<file path="src/rtl/instr_fetch_queue_pkg.sv">
// Shared constants for the IF->ID instruction queue: MIPS field positions, immediate-extension codes, nop word.
// The imm_extend helper serves the optional IFQ_IMM_EXT_EN build.
package instr_fetch_queue_pkg;

    localparam int OP_HI    = 31;
    localparam int OP_LO    = 26;
    localparam int RS_HI    = 25;
    localparam int RS_LO    = 21;
    localparam int RT_HI    = 20;
    localparam int RT_LO    = 16;
    localparam int RD_HI    = 15;
    localparam int RD_LO    = 11;
    localparam int SHAMT_HI = 10;
    localparam int SHAMT_LO = 6;
    localparam int FUNC_HI  = 5;
    localparam int FUNC_LO  = 0;
    localparam int IMM_HI   = 15;
    localparam int IMM_LO   = 0;
    localparam int JIDX_HI  = 25;
    localparam int JIDX_LO  = 0;

    localparam logic [1:0] EXT_ZERO = 2'b00;
    localparam logic [1:0] EXT_SIGN = 2'b01;
    localparam logic [1:0] EXT_LUI  = 2'b10;

    // sll $0,$0,0 -- what ID sees while the queue is empty
    localparam logic [31:0] NOP_WORD = 32'h0000_0000;

    function automatic logic [31:0] imm_extend(input logic [1:0] ext_op, input logic [15:0] imm16);
        logic [31:0] r;
        case (ext_op)
            EXT_ZERO: r = {16'h0000, imm16};
            EXT_SIGN: r = {{16{imm16[15]}}, imm16};
            EXT_LUI:  r = {imm16, 16'h0000};
            default:  r = 32'h0000_0000;
        endcase
        return r;
    endfunction

endpackage

</file>
<file path="src/rtl/ifq_field_split.sv">
// Purely combinational split of a MIPS instruction word into decoder fields.
// With IFQ_IMM_EXT_EN defined it also produces the extended immediate selected by ext_op.
module ifq_field_split
    import instr_fetch_queue_pkg::*;
(
    input  logic [31:0] word,
`ifdef IFQ_IMM_EXT_EN
    input  logic [1:0]  ext_op,
    output logic [31:0] imm_ext,
`endif
    output logic [5:0]  op,
    output logic [5:0]  func,
    output logic [4:0]  rs,
    output logic [4:0]  rt,
    output logic [4:0]  rd,
    output logic [4:0]  shamt,
    output logic [15:0] imm16,
    output logic [25:0] jidx26
);

    assign op     = word[OP_HI:OP_LO];
    assign func   = word[FUNC_HI:FUNC_LO];
    assign rs     = word[RS_HI:RS_LO];
    assign rt     = word[RT_HI:RT_LO];
    assign rd     = word[RD_HI:RD_LO];
    assign shamt  = word[SHAMT_HI:SHAMT_LO];
    assign imm16  = word[IMM_HI:IMM_LO];
    assign jidx26 = word[JIDX_HI:JIDX_LO];

`ifdef IFQ_IMM_EXT_EN
    assign imm_ext = imm_extend(ext_op, word[IMM_HI:IMM_LO]);
`endif

endmodule

</file>
<file path="src/rtl/instr_fetch_queue.sv">
// DEPTH-entry {pc, instr} queue between IF and ID with flush and head-field decode.
// Define IFQ_IMM_EXT_EN to add the ext_op input and imm_ext output.
module instr_fetch_queue
    import instr_fetch_queue_pkg::*;
#(
    parameter  int DEPTH = 4,
    parameter  int PC_W  = 32,
    localparam int CNT_W = $clog2(DEPTH) + 1
) (
    input  logic             clk,
    input  logic             reset,
    input  logic             flush,
    input  logic             in_valid,
    output logic             in_ready,
    input  logic [31:0]      in_instr,
    input  logic [PC_W-1:0]  in_pc,
    output logic             out_valid,
    input  logic             out_ready,
    output logic [31:0]      out_instr,
    output logic [PC_W-1:0]  out_pc,
    output logic [5:0]       op,
    output logic [5:0]       func,
    output logic [4:0]       rs,
    output logic [4:0]       rt,
    output logic [4:0]       rd,
    output logic [4:0]       shamt,
    output logic [15:0]      imm16,
    output logic [25:0]      jidx26,
`ifdef IFQ_IMM_EXT_EN
    input  logic [1:0]       ext_op,
    output logic [31:0]      imm_ext,
`endif
    output logic [CNT_W-1:0] count
);

    localparam int PTR_W = $clog2(DEPTH);

    logic [31:0]      instr_mem [DEPTH];
    logic [PC_W-1:0]  pc_mem    [DEPTH];
    logic [PTR_W-1:0] rd_ptr_q, rd_ptr_d;
    logic [PTR_W-1:0] wr_ptr_q, wr_ptr_d;
    logic [CNT_W-1:0] count_q, count_d;
    logic             push, pop;
    logic [31:0]      head_word;

    // Handshake: a beat transfers on a side when its valid and ready are both high at the
    // rising edge; ready/valid outputs depend only on registered count, never on the partner.
    assign in_ready  = (count_q < CNT_W'(DEPTH));
    assign out_valid = (count_q != '0);
    assign push      = in_valid && in_ready;
    assign pop       = out_valid && out_ready;

    always_comb begin
        rd_ptr_d = rd_ptr_q;
        wr_ptr_d = wr_ptr_q;
        count_d  = count_q;
        if (flush) begin
            rd_ptr_d = '0;
            wr_ptr_d = '0;
            count_d  = '0;
        end else begin
            if (push) wr_ptr_d = wr_ptr_q + PTR_W'(1);
            if (pop)  rd_ptr_d = rd_ptr_q + PTR_W'(1);
            case ({push, pop})
                2'b10:   count_d = count_q + CNT_W'(1);
                2'b01:   count_d = count_q - CNT_W'(1);
                default: count_d = count_q;
            endcase
        end
    end

    always_ff @(posedge clk or posedge reset) begin
        if (reset) begin
            rd_ptr_q <= '0;
            wr_ptr_q <= '0;
            count_q  <= '0;
        end else begin
            rd_ptr_q <= rd_ptr_d;
            wr_ptr_q <= wr_ptr_d;
            count_q  <= count_d;
        end
    end

    // Storage is deliberately left out of reset; the pointers/count define what is live.
    always_ff @(posedge clk) begin
        if (push && !flush) begin
            instr_mem[wr_ptr_q] <= in_instr;
            pc_mem[wr_ptr_q]    <= in_pc;
        end
    end

    assign head_word = out_valid ? instr_mem[rd_ptr_q] : NOP_WORD;
    assign out_instr = head_word;
    assign out_pc    = out_valid ? pc_mem[rd_ptr_q] : '0;
    assign count     = count_q;

    ifq_field_split u_split (
        .word   (head_word),
`ifdef IFQ_IMM_EXT_EN
        .ext_op (ext_op),
        .imm_ext(imm_ext),
`endif
        .op     (op),
        .func   (func),
        .rs     (rs),
        .rt     (rt),
        .rd     (rd),
        .shamt  (shamt),
        .imm16  (imm16),
        .jidx26 (jidx26)
    );

endmodule

</file>
<file path="config.mk">
export PLATFORM = sky130hd
export DESIGN_NAME = instr_fetch_queue
export DESIGN_NICKNAME = d
export VERILOG_FILES = /design/src/rtl/instr_fetch_queue_pkg.sv /design/src/rtl/ifq_field_split.sv /design/src/rtl/instr_fetch_queue.sv
export SDC_FILE = /design/constraint.sdc
export NUM_CORES = 1
export LEC_CHECK = 0
export CELL_PAD_IN_SITES_DETAIL_PLACEMENT = 0
export CELL_PAD_IN_SITES_GLOBAL_PLACEMENT = 2
export CORE_AREA = 3 3 185 151
export CTS_CLUSTER_DIAMETER = 40
export CTS_CLUSTER_SIZE = 24
export DETAILED_ROUTE_END_ITERATION = 8
export DIE_AREA = 0 0 188 154
export PLACE_DENSITY = 0.94
export REMOVE_ABC_BUFFERS = 1
export SYNTH_ARGS = -nofsm -noshare
export SYNTH_HDL_FRONTEND = slang
export SYNTH_HIERARCHICAL = 1
export SYNTH_SLANG_ARGS = --single-unit
</file>
<file path="constraint.sdc">
create_clock -name clk -period 9 [get_ports clk]
set_input_delay 1.8 -clock clk [delete_from_list [all_inputs] [get_ports clk]]
set_output_delay 1.8 -clock clk [all_outputs]
set_load 0.01 [all_outputs]
</file>
# Word level (Yosys, flattened, before mapping)
# Memories as Yosys holds them, arrays and structs flattened.
# Cells that the tools add are included.
[word_totals]
reg_bits = 7
latchBits = 0
ramBits = 256
romBits = 0
in_bits = 69
out_inout_bits = 143
wordCells = 30
mem_count = 2
[memory_table]
columns = ["name", "words", "word_bits", "rd", "rd_clocked_by_memory_dff", "write_ports", "line", "rtl"]
rows = [
  ["instr_mem", 4, 32, 1, 0, 1, "instr_fetch_queue.sv:38", "logic [31:0] instr_mem [DEPTH];"],
  ["pc_mem", 4, 32, 1, 0, 1, "instr_fetch_queue.sv:39", "logic [PC_W-1:0] pc_mem [DEPTH];"],
]
[classes]
add_sub_neg = 4
mul = 0
div_mod_pow = 0
order_cmp = 1
n_eq_ne = 2
n_shift = 0
muxes = 10
bitwise_logic = 0
n_reduce_logical = 8
[op_table]
columns = ["operator", "count"]
rows = [
  ["$mux W32", 2],
  ["$mux W2", 4],
  ["$pmux W3 S2", 1],
  ["$reduce_bool A3 Y1", 2],
  ["$add A2 B1 Y2 const B", 2],
  ["$reduce_bool A2 Y1", 2],
  ["$add A3 B1 Y3 const B", 1],
  ["$logic_and A1 B1 Y1", 3],
  ["$lt A3 B3 Y1 const B", 1],
  ["$mux W3", 1],
  ["$sub A3 B1 Y3 const B", 1],
  ["$eq A2 B1 Y1 const B", 1],
  ["$eq A2 B2 Y1 const B", 1],
  ["$mux W1", 2],
  ["$logic_not A1 Y1", 1],
]

# Longest topological paths before layout
# Gate-level depths: netlist (run 1).
[logic_depth]
ltp_word = 5
ltp_mapped = 9
ltp_nobuf = 8

# Modules after synthesis
# Netlist (run 1), hierarchy kept.
[modules_own_cells]
columns = ["module", "instances", "cells_each", "area_per_inst_um2", "seq_area_each_um2"]
rows = [
  ["instr_fetch_queue", 1, 465, 10168.5, 7862.5],
  ["ifq_field_split", 1, 74, 555.5, 0.0],
]

# Worst setup path before layout (run 1)
# Ideal clock, no wire load.
[synth_path]
path_type = "in2reg"
from = "input port in_valid"
to = "memory instr_mem[0][0], enable pin"
setup_time_ns = 0.429
arrival_ns = 3.819
required_time_ns = 8.571
slack_ns = 4.752
cell_stages = 4
n_path_buf = 1
cell_sequence = "nor2b_1 -> buf_2 -> nor2b_1 -> and2_1"
[synth_via]
elab_chain_len = 4
[synth_rtl]
columns = ["element", "line", "rtl"]
rows = [
  ["start, declared", "instr_fetch_queue.sv:13", "input logic in_valid,"],
  ["$logic_and A1 B1 Y1", "instr_fetch_queue.sv:50", "assign push = in_valid && in_ready;"],
  ["$logic_and A1 B1 Y1", "instr_fetch_queue.sv:86", "if (push && !flush) begin"],
  ["$mux W1", "instr_fetch_queue.sv:86", ""],
  ["$mux W1 (implied by the code)", "instr_fetch_queue.sv:87", "instr_mem[wr_ptr_q] <= in_instr;"],
  ["end, declared", "instr_fetch_queue.sv:38", ""],
]
# No other way between the ends.

# Final worst setup path (run 1)
[layout_path]
from = "register rd_ptr_q[0]"
to = "output port out_instr[14]"
[layout_via]
elab_chain_len = 2
[layout_rtl]
columns = ["element", "line", "rtl"]
rows = [
  ["start, declared", "instr_fetch_queue.sv:40", "logic [PTR_W-1:0] rd_ptr_q, rd_ptr_d;"],
  ["start signal, assigned", "instr_fetch_queue.sv:78", "rd_ptr_q <= rd_ptr_d;"],
  ["$mem_v2 Z4 W32", "n/a", ""],
  ["$mux W32", "instr_fetch_queue.sv:92", "assign head_word = out_valid ? instr_mem[rd_ptr_q] : NOP_WORD;"],
  ["end, declared", "instr_fetch_queue.sv:19", "output logic [31:0] out_instr,"],
]
# No other way between the ends.

==> results.txt, run 1 <==
Buffer count from post-CTS setup fixing: 0
Min Tclk post-route: 5.25 ns
# hold bufs at CTS: 0
Leakage power: 4.33 nW
Max-cap viol count: 0
Fin Setup TNS: 0 ns
Post-synthesis instance area: 10700 µm²
Die area: 29000 µm²
Top_reg_cell synth: edfxtp_1
Largest delay contributor family on the critical path: buffers and inverters
PostCTS Resize Cnt: 0
Die width: 188 µm
Slew HR: 26.2%
CP max FO: 49
Crit Path Class: reg2out
First-pass GRT wire length: 32400 µm
Post-synth EDFFs: 256
Ys async rst share: 2.66%
DR WL/cell: 19.3 µm
Post-layout util: 52.0%
CTS Sinks: 263
GRT Total Usage: 14.1%
R2r endpoint: count[2]
R2R Path Start: count[0]
CP peak stage delay: 0.84 ns
Routed length on met3: 1290 µm
Wl on met1: 8510 µm
RSZ-0062 raised after global routing: false
Final net count: 759
Clock latency at the later pin of the worst-skew pair: 0.53 ns
Cell count after synthesis: 539
Post-synthesis register bit count: 263
Slowest stage cell, crit path: buf_4
DR vias: 5299
Library cells used by synthesis: 24
Crit path DAT: 3.45 ns
Vias in the first global route: 5836
Worst reg-to-reg path cell count: 8
I/O pin total: 212
Setup violators final: 0
Crit-path cells: buf_4 > mux4_2 > and2_1 > clkdlybuf4s50_1
Fin. Hold Viols: 0
Largest net degree at the start of global routing: 68
WP data required: 7.20 ns
Area Overhead vs Synth: 26.9%
Worst-Margin Slew: 1.11 ns
Placer congestion estimate: 0.679
Num rows: 53
VDD IR max: 0.121 mV
Commonest cells after routing, fill and taps aside: edfxtp_1 (256), clkdlybuf4s50_1 (211), mux4_2 (64), and2_1 (64), clkbuf_16 (31)
Antenna viol nets, final: 0
Ys Warns: 6
Die Y: 154 µm
Commonest non-fill, non-tap cell in the layout: edfxtp_1
Largest cells by area after synthesis: edfxtp_1 (72%), mux4_2 (13%), buf_4 (5.3%), and2_1 (4.0%), dfrtp_1 (1.6%)
HP Class: reg2reg
Initial antenna violation count: 0
Crit path from: rd_ptr_q[0]
Flop2flop setup slack: 6.11 ns
H-tree Lvls: 1
Drc violations: 0
Port bufs: 211
1st-pass router iterations: 4
Share of cells above drive strength 1: 17.3%
PD cells: 249 nW/µm²
Sequential element share of the synthesized area: 73.3%
Routed wire length: 20600 µm
CTS tree: yes
Total power: 3.39 mW
CP bufs+invs: 2
Status: finished clean
Met2 WL: 10400 µm
Fmax: 191 MHz
Startpoint types: flip-flop
Clk pin slew, worst setup/hold paths: 0.06 ns
Diodes inserted: 0
Setup crit end: out_instr[14]
Post-synth top area share: 71.7%
Clock Skews: 0.00858 ns
Final Max Slew Viols: 0
Deepest clock path buffer count: 3
Crit share post-route: 58.3%
Initial Util: 40.9%
Vias per Instance: 4.97
Initial drt markers: 393
Clock buffer count from CTS: 30
CP Depth: 4
CP Capture Type: primary output
Uppermost routed layer: met4
Clk root buf: clkbuf_16
Post-synth top area cell: edfxtp_1
Core area: 26200 µm²
Grt total ovfl: 0
Hold_sp: wr_ptr_q[0]
Synthesized area per cell: 19.9 µm²
through the flow:
stage	std cells	setup WS (ns)	hold slack, ns	cell area (µm²)
after floorplan	441	3.66	0.562	10000
after global placement	1010	4.25	0.580	12600
after detailed placement	1010	4.25	0.612	12600
after CTS	1066	3.66	0.628	13600
after global routing	1066	3.47	0.669	13600
final	1066	3.75	0.631	13600
metal layers:
layer | vias up | GRT usage, %
met1 | 2750 | 17.8
met3 | 35 | 3.74
met5 | - | 0
met2 | 175 | 24.7
li1 | 2339 | -
met4 | 0 | 3.18
worst register-to-register path: cells and delay by family (launching register included):
family | cells | cell delay, ns
AO/OA/AOI/OAI | 2 | 0.35
adder cells (fa/ha/maj) | 1 | 0.43
flip-flops | 1 | 0.49
AND/OR/NAND/NOR | 5 | 1.50
cell usage after synthesis (2+ instances only):
| cell | number |
|---|---|
| clkbuf_1 | 9 |
| buf_6 | 5 |
| inv_1 | 4 |
| edfxtp_1 | 256 |
| nand3_1 | 2 |
| nor2_1 | 11 |
| nand2_1 | 3 |
| o21ai_0 | 3 |
| and2_1 | 68 |
| buf_4 | 76 |
| xnor2_1 | 2 |
| ha_1 | 4 |
| dfrtp_1 | 7 |
| mux4_2 | 64 |
| a221oi_1 | 3 |
| buf_2 | 8 |
| xor2_1 | 3 |
| a21oi_1 | 3 |
| nor2b_1 | 3 |
flip-flops by register name (all words and copies together), names as in the netlist:
register   count
count          3
rd_ptr_q       2
pc_mem       128
wr_ptr_q       2
instr_mem    128
final cells by class:
class                      instances  area, µm²
multi-input combinational        174       2160
clock inverter                    21        199
inverter                           4       15.0
timing repair buffer             212       2120
fill                            2082      12600
clock buffer                      35        801
sequential                       263       7870
tap                              357        447
where the power goes:
group | switching, mW | leakage, nW | internal, mW
Sequential | 0.0345 | 2.41 | 1.40
Combinational | 0.324 | 1.44 | 0.440
Clock | 0.486 | 0.475 | 0.705
Total | 0.845 | 4.33 | 2.54
kinds of logic after synthesis:
family / Yosys count / synth area share [%]
flip-flops: 263 / 73.3
buffers and inverters: 102 / 6.67
AND/OR/NAND/NOR: 89 / 4.83
multiplexers: 64 / 13.4
AO/OA/AOI/OAI: 11 / 0.677
XOR/XNOR: 5 / 0.408
adder cells (fa/ha/maj): 5 / 0.653
how the worst min path moves through the flow:
stage                        to  cells past startpoint
CTS                 wr_ptr_q[0]                      2
finish              wr_ptr_q[0]                      2
global route        wr_ptr_q[0]                      2
floorplan           wr_ptr_q[0]                      2
global placement    wr_ptr_q[0]                      2
detailed placement  wr_ptr_q[0]                      2
Power figures use the tool's default switching activity.
==> run 2, diff against run 1 <==
Settings changed: CORE_AREA 3 3 185 151 to 3 3 192 157, DIE_AREA 0 0 188 154 to 0 0 195 160, PLACE_DENSITY 0.94 to 0.89.
Clock period 9 ns to 5.2 ns, I/O delays scaled along.
==> results.txt, run 2 (same netlist as run 1, synthesis figures left out) <==
DR WL/cell: 18.6 µm (-3.7%)
R2R Path Start: count[0]
Crit Path Class: reg2out
CP max FO: 37 (-24%)
Clock Skews: 0.0170 ns (+0.00845 ns)
PD cells: 446 nW/µm² (+79%)
# fillers: 2368 (+14%)
Die Y: 160 µm (+3.9%)
Routed wire length: 20200 µm (-2.0%)
Startpoint types: flip-flop
CTS tree: yes
Clock latency at the later pin of the worst-skew pair: 0.50 ns (-0.03 ns)
H-tree Lvls: 2 (+1)
Clk pin slew, worst setup/hold paths: 0.06 ns (about the same)
Clock buffer count from CTS: 34 (+13%)
WP data required: 4.16 ns (-3.04 ns)
Initial drt markers: 262 (-33%)
DR vias: 5152 (-2.8%)
VDD IR max: 0.294 mV (+140%)
Clk root buf: clkbuf_16
Leakage power: 4.44 nW (+2.6%)
Vias in the first global route: 5394 (-7.6%)
Initial Util: 38.0% (-2.9 points)
Setup crit end: func[2]
Final net count: 763 (+0.53%)
Initial antenna violation count: 2 (+2)
HP Class: reg2reg
RSZ-0062 raised after global routing: false
Crit share post-route: 77.8%
Deepest clock path buffer count: 3 (unchanged)
Post-DP HPWL: 12000 µm
Grt met1 use: 17.8% (+0.031 points)
Min Tclk post-route: 4.04 ns
Max-cap viol count: 0 (unchanged)
Worst reg-to-reg path cell count: 8 (unchanged)
Grt peak-use layer: met2
Die width: 195 µm (+3.7%)
Slowest stage cell, crit path: dfrtp_4
1st-pass router iterations: 5 (+1)
Flop2flop setup slack: 2.40 ns (-3.71 ns)
R2r endpoint: count[2]
Slew HR: 33.9% (+7.6 points)
Worst-Margin Slew: 0.992 ns (-0.114 ns)
Setup violators final: 0 (unchanged)
CTS Sinks: 263 (unchanged)
First-pass GRT wire length: 31400 µm (-2.9%)
GRT Total Usage: 12.8% (-1.3 points)
Largest net degree at the start of global routing: 68 (unchanged)
Status: finished clean
# hold bufs at CTS: 0 (unchanged)
Area Overhead vs Synth: 28.8%
Placer congestion estimate: 0.659 (-2.9%)
PostCTS Resize Cnt: 0 (unchanged)
Crit-path cells: buf_12 > mux4_2 > and2_1 > clkdlybuf4s50_1
Met2 usage: 20.3% (-4.4 points)
Met3 usage: 3.27% (-0.47 points)
Fin Setup TNS: 0 ns (unchanged)
CP Capture Type: primary output
Port bufs: 211 (unchanged)
Crit path DAT: 3.00 ns (-0.45 ns)
I/O pin total: 212 (unchanged)
Diodes inserted: 0 (unchanged)
Commonest non-fill, non-tap cell in the layout: edfxtp_1
Final Max Slew Viols: 0 (unchanged)
Hold path depth: 2 (unchanged)
Share of cells above drive strength 1: 18.2% (+0.83 points)
Antenna viol nets, final: 0 (unchanged)
Commonest cells after routing, fill and taps aside: edfxtp_1 (256), clkdlybuf4s50_1 (211), mux4_2 (64), and2_1 (64), clkbuf_16 (37)
Buffer count from post-CTS setup fixing: 0 (unchanged)
Crit path from: rd_ptr_q[0]
Core area: 28200 µm² (+7.7%)
Drc violations: 0 (unchanged)
Num rows: 55 (+3.8%)
Post-layout util: 49.0% (-3.0 points)
Vias per Instance: 4.75 (-4.5%)
Worst Hold Slack: 0.626 ns (-0.00513 ns)
Fin. Hold Viols: 0 (unchanged)
Die area: 31200 µm² (+7.8%)
Grt total ovfl: 0 (unchanged)
CP peak stage delay: 0.90 ns (+0.06 ns)
Fmax: 247 MHz
[run 2: cell count changes in the layout (fill, tap and decap cells not counted), moves of 2 or more]
cell / delta
clkbuf_16: +6
clkinvlp_4: -5
inv_6: +2
inv_8: +2
[run 2: area by class of cell]
class / count / area (µm²) / area share [%]
clock buffers: 39 / 933 / 6.76
clock inverters: 23 / 245 / 1.78
inverters: 4 / 15.0 / 0.109
multi-input cells: 174 / 2160 / 15.6
flip-flops and latches: 263 / 7870 / 57.0
well taps: 370 / 463 / 3.35
repair buffers: 212 / 2130 / 15.4
[run 2: worst min path at each step]
stage / from / endpoint
6_report: wr_ptr_q[0] / wr_ptr_q[0]
5_1_grt: wr_ptr_q[0] / wr_ptr_q[0]
4_1_cts: wr_ptr_q[0] / wr_ptr_q[0]
3_5_place_dp: wr_ptr_q[0] / wr_ptr_q[0]
3_3_place_gp: wr_ptr_q[0] / wr_ptr_q[0]
2_1_floorplan: wr_ptr_q[0] / wr_ptr_q[0]
[run 2: worst max-delay path: cells and delay by family (launching register included)]
family,cells,cell delay (ns)
buf+inv,2,0.83
flops,1,0.90
mux,1,0.55
simple gates,1,0.21
[run 2: metrics by stage]
stage | std cells | setup WS (ns) | instance area (µm²) | power (mW)
final | 1085 | 1.16 | 13800 | 6.16
after CTS | 1085 | 1.01 | 13800 | 6.26
after detailed placement | 1023 | 1.37 | 12600 | 3.87
after floorplan | 441 | 0.617 | 10000 | 3.11
after global placement | 1023 | 1.47 | 12600 | 3.85
after global routing | 1085 | 0.924 | 13800 | 6.43
[run 2: report_power, final]
group / total (mW) / switching (mW) / internal, mW
combinational: 1.29 / 0.528 / 0.767
sequential: 2.50 / 0.0789 / 2.42
clock: 2.37 / 0.900 / 1.47
[run 2: per-layer routing]
layer | routed length [µm] | up-vias | part of all wire [%]
met2 | 9660 | 196 | 48
met5 | 25 | - | 0.12
met4 | 305 | 4 | 1.5
met3 | 1290 | 28 | 6.4
met1 | 8930 | 2586 | 44
li1 | - | 2338 | -
==> run 3, diff against run 2 <==
Settings changed: CORE_AREA 3 3 192 157 to 3 3 203 165, DIE_AREA 0 0 195 160 to 0 0 206 168, PLACE_DENSITY 0.89 to 0.85.
Clock period 5.2 ns to 3.6 ns, I/O delays scaled along.
==> results.txt, run 3 (same netlist as run 1, synthesis figures left out) <==
Status: finished clean
Clock Skews: 0.0179 ns (+0.000831 ns)
Final worst slack: 0.311 ns (-0.845 ns)
Placer congestion estimate: 0.674 (+2.1%)
Total power: 8.31 mW (+35%)
Clk root buf: clkbuf_16
Final net count: 773 (+1.3%)
PostCTS Resize Cnt: 0 (unchanged)
Die Y: 168 µm (+5.0%)
Crit path from: rd_ptr_q[0]
CP peak stage delay: 0.56 ns (-0.34 ns)
Antenna viol nets, final: 0 (unchanged)
Final Max Slew Viols: 0 (unchanged)
Max-cap viol count: 0 (unchanged)
Min Tclk post-route: 3.29 ns
Diodes inserted: 0 (unchanged)
Initial Util: 34.0% (-4.0 points)
Register Area: 7870 µm² (unchanged)
CTS tree: yes
GRT Total Usage: 11.8% (-0.93 points)
Vias per Instance: 4.51 (-5.0%)
Area Overhead vs Synth: 28.9% (about the same)
Setup violators final: 0 (unchanged)
Post-DP HPWL: 13200 µm (+9.9%)
Non-filler instance count after layout: 1141 (+5.2%)
Initial antenna violation count: 0 (-2)
Placed insts: 1088 (+6.4%)
Vias in the first global route: 5412 (+0.33%)
Crit path DAT: 2.57 ns (-0.43 ns)
CP max FO: 37 (unchanged)
R2R Path Start: count[0]
Die area: 34600 µm² (+11%)
Worst Hold Slack: 0.435 ns (-0.191 ns)
Commonest cells after routing, fill and taps aside: edfxtp_1 (256), clkdlybuf4s50_1 (211), mux4_2 (64), and2_1 (64), clkbuf_16 (29)
First-pass GRT wire length: 32100 µm (+2.0%)
Drc violations: 0 (unchanged)
Flop2flop setup slack: 1.10 ns (-1.30 ns)
Routed wire length: 20900 µm (+3.2%)
# hold bufs at CTS: 0 (unchanged)
Buffer count from post-CTS setup fixing: 0 (unchanged)
Clock latency at the later pin of the worst-skew pair: 0.53 ns (+0.03 ns)
VDD IR max: 0.434 mV (+48%)
R2r endpoint: count[2]
Largest net degree at the start of global routing: 68 (unchanged)
CP Capture Type: primary output
Deepest clock path buffer count: 3 (unchanged)
WP data required: 2.88 ns (-1.28 ns)
DR WL/cell: 18.3 µm (-1.8%)
Port bufs: 211 (unchanged)
Num rows: 58 (+5.5%)
Slowest stage cell, crit path: mux4_2
Fin Setup TNS: 0 ns (unchanged)
Startpoint types: flip-flop
DP Worst Slack: 0.693 ns (-0.675 ns)
Share of cells above drive strength 1: 18.7% (+0.54 points)
Crit share post-route: 91.4%
1st-pass router iterations: 4 (-1)
# fillers: 2747 (+16%)
Crit-path cells: buf_12 > mux4_2 > and2_1 > clkdlybuf4s50_1
Fin. Hold Viols: 0 (unchanged)
Post-layout util: 43.9% (-5.1 points)
Commonest non-fill, non-tap cell in the layout: edfxtp_1
Grt total ovfl: 0 (unchanged)
Area of the multi-input gates: 2160 µm² (unchanged)
Leakage power: 4.40 nW (-0.95%)
Slew HR: 73.9% (+40 points)
Worst reg-to-reg path cell count: 9 (+1)
Crit Path Class: reg2out
Core area: 31500 µm² (+12%)
DR vias: 5145 (-0.14%)
H-tree Lvls: 1 (-1)
HP Class: in2async
Clock buffer count from CTS: 29 (-15%)
Placed cell area: 12900 µm² (+2.1%)
I/O pin total: 212 (unchanged)
Die width: 206 µm (+5.6%)
Worst-Margin Slew: 0.390 ns (-0.602 ns)
Final instance area: 13800 µm² (about the same)
PD cells: 601 nW/µm² (+35%)
Initial drt markers: 281 (+7.3%)
CTS Sinks: 263 (unchanged)
Fmax: 304 MHz
RSZ-0062 raised after global routing: false
Clk pin slew, worst setup/hold paths: 0.06 ns (about the same)
run 3: layout make-up:
cell class | count | area share, %
well taps | 420 | 3.80
inverters | 4 | 0.109
multi-input cells | 174 | 15.6
repair buffers | 227 | 16.9
flip-flops and latches | 263 | 56.9
clock buffers | 32 | 5.33
clock inverters | 21 | 1.33
run 3: metal layers:
layer	share of wire [%]	track usage [%]	vias up
li1	-	-	2361
met1	44	16.3	2596
met2	48	19.3	155
met3	5.9	2.61	33
met4	2.0	2.80	0
met5	0	0	-
run 3: how the worst max path moves through the flow:
stage                  endpoint  slack [ns]  depth (start not counted)
2_1_floorplan           func[0]       -0.66                          2
3_3_place_gp       pc_mem[3][7]        0.72                          5
3_5_place_dp   instr_mem[1][10]        0.69                          5
4_1_cts              jidx26[20]        0.25                          4
5_1_grt                imm16[6]        0.17                          4
6_report          out_instr[10]        0.31                          4
run 3: critical path, delay by kind of cell (launching register included):
kind	cells	cell delay, ns
AND/OR/NAND/NOR	1	0.20
buffers and inverters	2	0.76
flip-flops	1	0.45
multiplexers	1	0.56
run 3: where the power goes:
| group | switching (mW) | internal (mW) | leakage, nW |
|---|---|---|---|
| combinational | 0.855 | 1.15 | 1.54 |
| clock | 1.23 | 1.53 | 0.440 |
| sequential | 0.0469 | 3.49 | 2.41 |
| total | 2.14 | 6.17 | 4.40 |
==> variant (config.mk and constraints of run 3) <==
The option `IFQ_IMM_EXT_EN` is turned on by a define.
--- a/src/rtl/ifq_field_split.sv
+++ b/src/rtl/ifq_field_split.sv
@@ -1,4 +1,6 @@
 // Purely combinational split of a MIPS instruction word into decoder fields.
 // With IFQ_IMM_EXT_EN defined it also produces the extended immediate selected by ext_op.
+`define IFQ_IMM_EXT_EN
+
 module ifq_field_split
     import instr_fetch_queue_pkg::*;
Interface: changed (added ext_op and imm_ext); port bits go from 212 to 246. The function was not compared with the original's and may differ.
==> variant against run 3 <==
- final area increased by 6.2%
- sequential cell count did not move
- critical path depth rose by 2
- sequential power is essentially flat
- maximum frequency is 4.1% lower
- via count grew 11%
- combinational power rose by 13%
- worst hold slack better by 47 ps
- total power rose by 8.9%
- area after synthesis up 2.7%
- setup slack got worse by 140 ps
- largest power group unchanged
- clock skew fell by 4.1 ps
- wire length up 12%
==> variant: results (changes against run 3) <==
Async SR Flop Fraction=2.66% (unchanged); crit-path max FO=10 (-73%); Slew @ Worst Pin=500 ps (+110 ps); commonest register cell after synthesis=edfxtp_1; largest net degree at the start of global routing=41 (-40%); first drt pass iteration count=4 (unchanged); reg2reg setup slack=1170 ps (+70 ps); layout cells sized above 1=18.9% (+0.18 points); CP max-delay cell=mux4_2; DP Area=13500 sq um (+4.9%); Worst R2R Start=count[0]$_DFFE_PP0P_; first-pass GRT wire length=36.0 mm (+12%); Max VDD drop=0.362 mV (-17%); Fill cells=2698 (-1.8%); total CTS buffers=34 (+17%); reg-to-reg endpoint=count[2]$_DFFE_PP0P_; # H-tree levels=2 (+1); worst slack at placement=454 ps (-239 ps); CP arrival=2710 ps (+140 ps); HPWL Detailed=15.1 mm (+14%); Antenna Cells=0 (unchanged); Routed WL=23.5 mm (+12%); Register-to-Register Path Depth=9 (unchanged); vias in the first global route=6131 (+13%); Post-synth top cells=256 x edfxtp_1, 78 x buf_4, 68 x and2_1; gpl congestion=0.673 (about the same); Clock Tree Root=clkbuf_16; initial antenna violation count=1 (+1); drt initial violations=254 (-9.6%); clk slew on worst S/H paths=60 ps (about the same); Post-synth EDFFs=256 (unchanged); Warnings, synthesis=6 (unchanged); via count=5688 (+11%); distinct cell type count after synthesis=27 (+13%); clk buf depth=3 (unchanged); Worst Hold Class=input port to asynchronous set/reset pin; Layout Skew=13.7 ps (-4.15 ps); register area share after synthesis=71.4% (-1.9 points); Critical Path End=imm_ext[16]; insertion delay to the later sink of the worst-skew pair=500 ps (-30 ps); main area contributors after synthesis=edfxtp_1 70%, mux4_2 13%, buf_4 5.3%, and2_1 3.9%, dfrtp_1 1.6%; CP max stage delay=490 ps (-70 ps); final net count=856 (+11%); port buffer count=245 (+16%); Critical path origin=rd_ptr_q[0]$_DFFE_PP0P_; Leakage=0.00489 uW (+11%); Global Route Usage Sum=13.6% (+1.8 points); status=complete, no violations
variant: cell types whose count changed after synthesis, moves of 2 or more:
cell,change
nor2b_1,+11
and2b_1,+7
buf_6,+2
buf_4,+2
a21o_1,+15
variant: timing repair:
action,4_1_cts,5_1_grt
buffers inserted,3,0
setup endpoints to repair,15,15
hold endpoints to repair,0,0
cloned,0,0
gates resized for setup,2,1
variant: final cells by class:
| cell class | count | area, sq um | share of cell area (%) |
|---|---|---|---|
| clock inverters | 24 | 230 | 1.57 |
| multi-input cells | 209 | 2410 | 16.4 |
| inverters | 4 | 15.0 | 0.102 |
| well taps | 420 | 526 | 3.58 |
| flip-flops and latches | 263 | 7870 | 53.6 |
| repair buffers | 268 | 2740 | 18.7 |
| clock buffers | 36 | 880 | 6.00 |
variant: logic make-up after synthesis:
kind of cell / count (synthesis) / share of synthesized area (%)
multiplexers: 64 / 13.1
AND/OR/NAND/NOR: 108 / 5.88
buffers and inverters: 107 / 6.87
XOR/XNOR: 5 / 0.398
flip-flops: 263 / 71.4
AO/OA/AOI/OAI: 27 / 1.75
adder cells (fa/ha/maj): 5 / 0.636
variant: critical path: cells and delay by family (launching register included):
family                 cells  cell delay (ps)
AND/OR/NAND/NOR            2              470
AO/OA/AOI/OAI              1              160
flip-flops                 1              450
buffers and inverters      2              640
multiplexers               1              490
variant: worst min-delay path by stage:
stage                                  from                      end  slack [ps]  depth (start not counted)
floorplan                             reset     count[0]$_DFFE_PP0P_         520                          1
global placement    wr_ptr_q[0]$_DFFE_PP0P_  wr_ptr_q[0]$_DFFE_PP0P_         600                          2
detailed placement  wr_ptr_q[0]$_DFFE_PP0P_  wr_ptr_q[0]$_DFFE_PP0P_         610                          2
CTS                                   reset     count[2]$_DFFE_PP0P_         480                          2
global route                          reset     count[2]$_DFFE_PP0P_         500                          2
finish                                reset     count[2]$_DFFE_PP0P_         480                          2
variant: per-stage QoR:
step | util [%] | std cells | hold slack [ps]
5_1_grt | 46.6 | 1224 | 502
3_3_place_gp | 43.0 | 1161 | 598
2_1_floorplan | - | 476 | 523
6_report | 46.6 | 1224 | 483
3_5_place_dp | 43.0 | 1161 | 610
4_1_cts | 46.6 | 1224 | 478
variant: power breakdown:
part / switching, uW / internal, uW / leakage, uW / total (uW)
sequential: 45.0 / 3490 / 0.00241 / 3540
clock: 1290 / 1960 / 0.000544 / 3250
combinational: 986 / 1280 / 0.00193 / 2260
variant: per-layer routing:
metal	vias up	wire, microns	global-route usage, %
li1	2567	-	-
met1	2883	9580	17.0
met2	198	11700	23.6
met3	38	1760	3.56
met4	2	406	3.72
met5	-	13	0
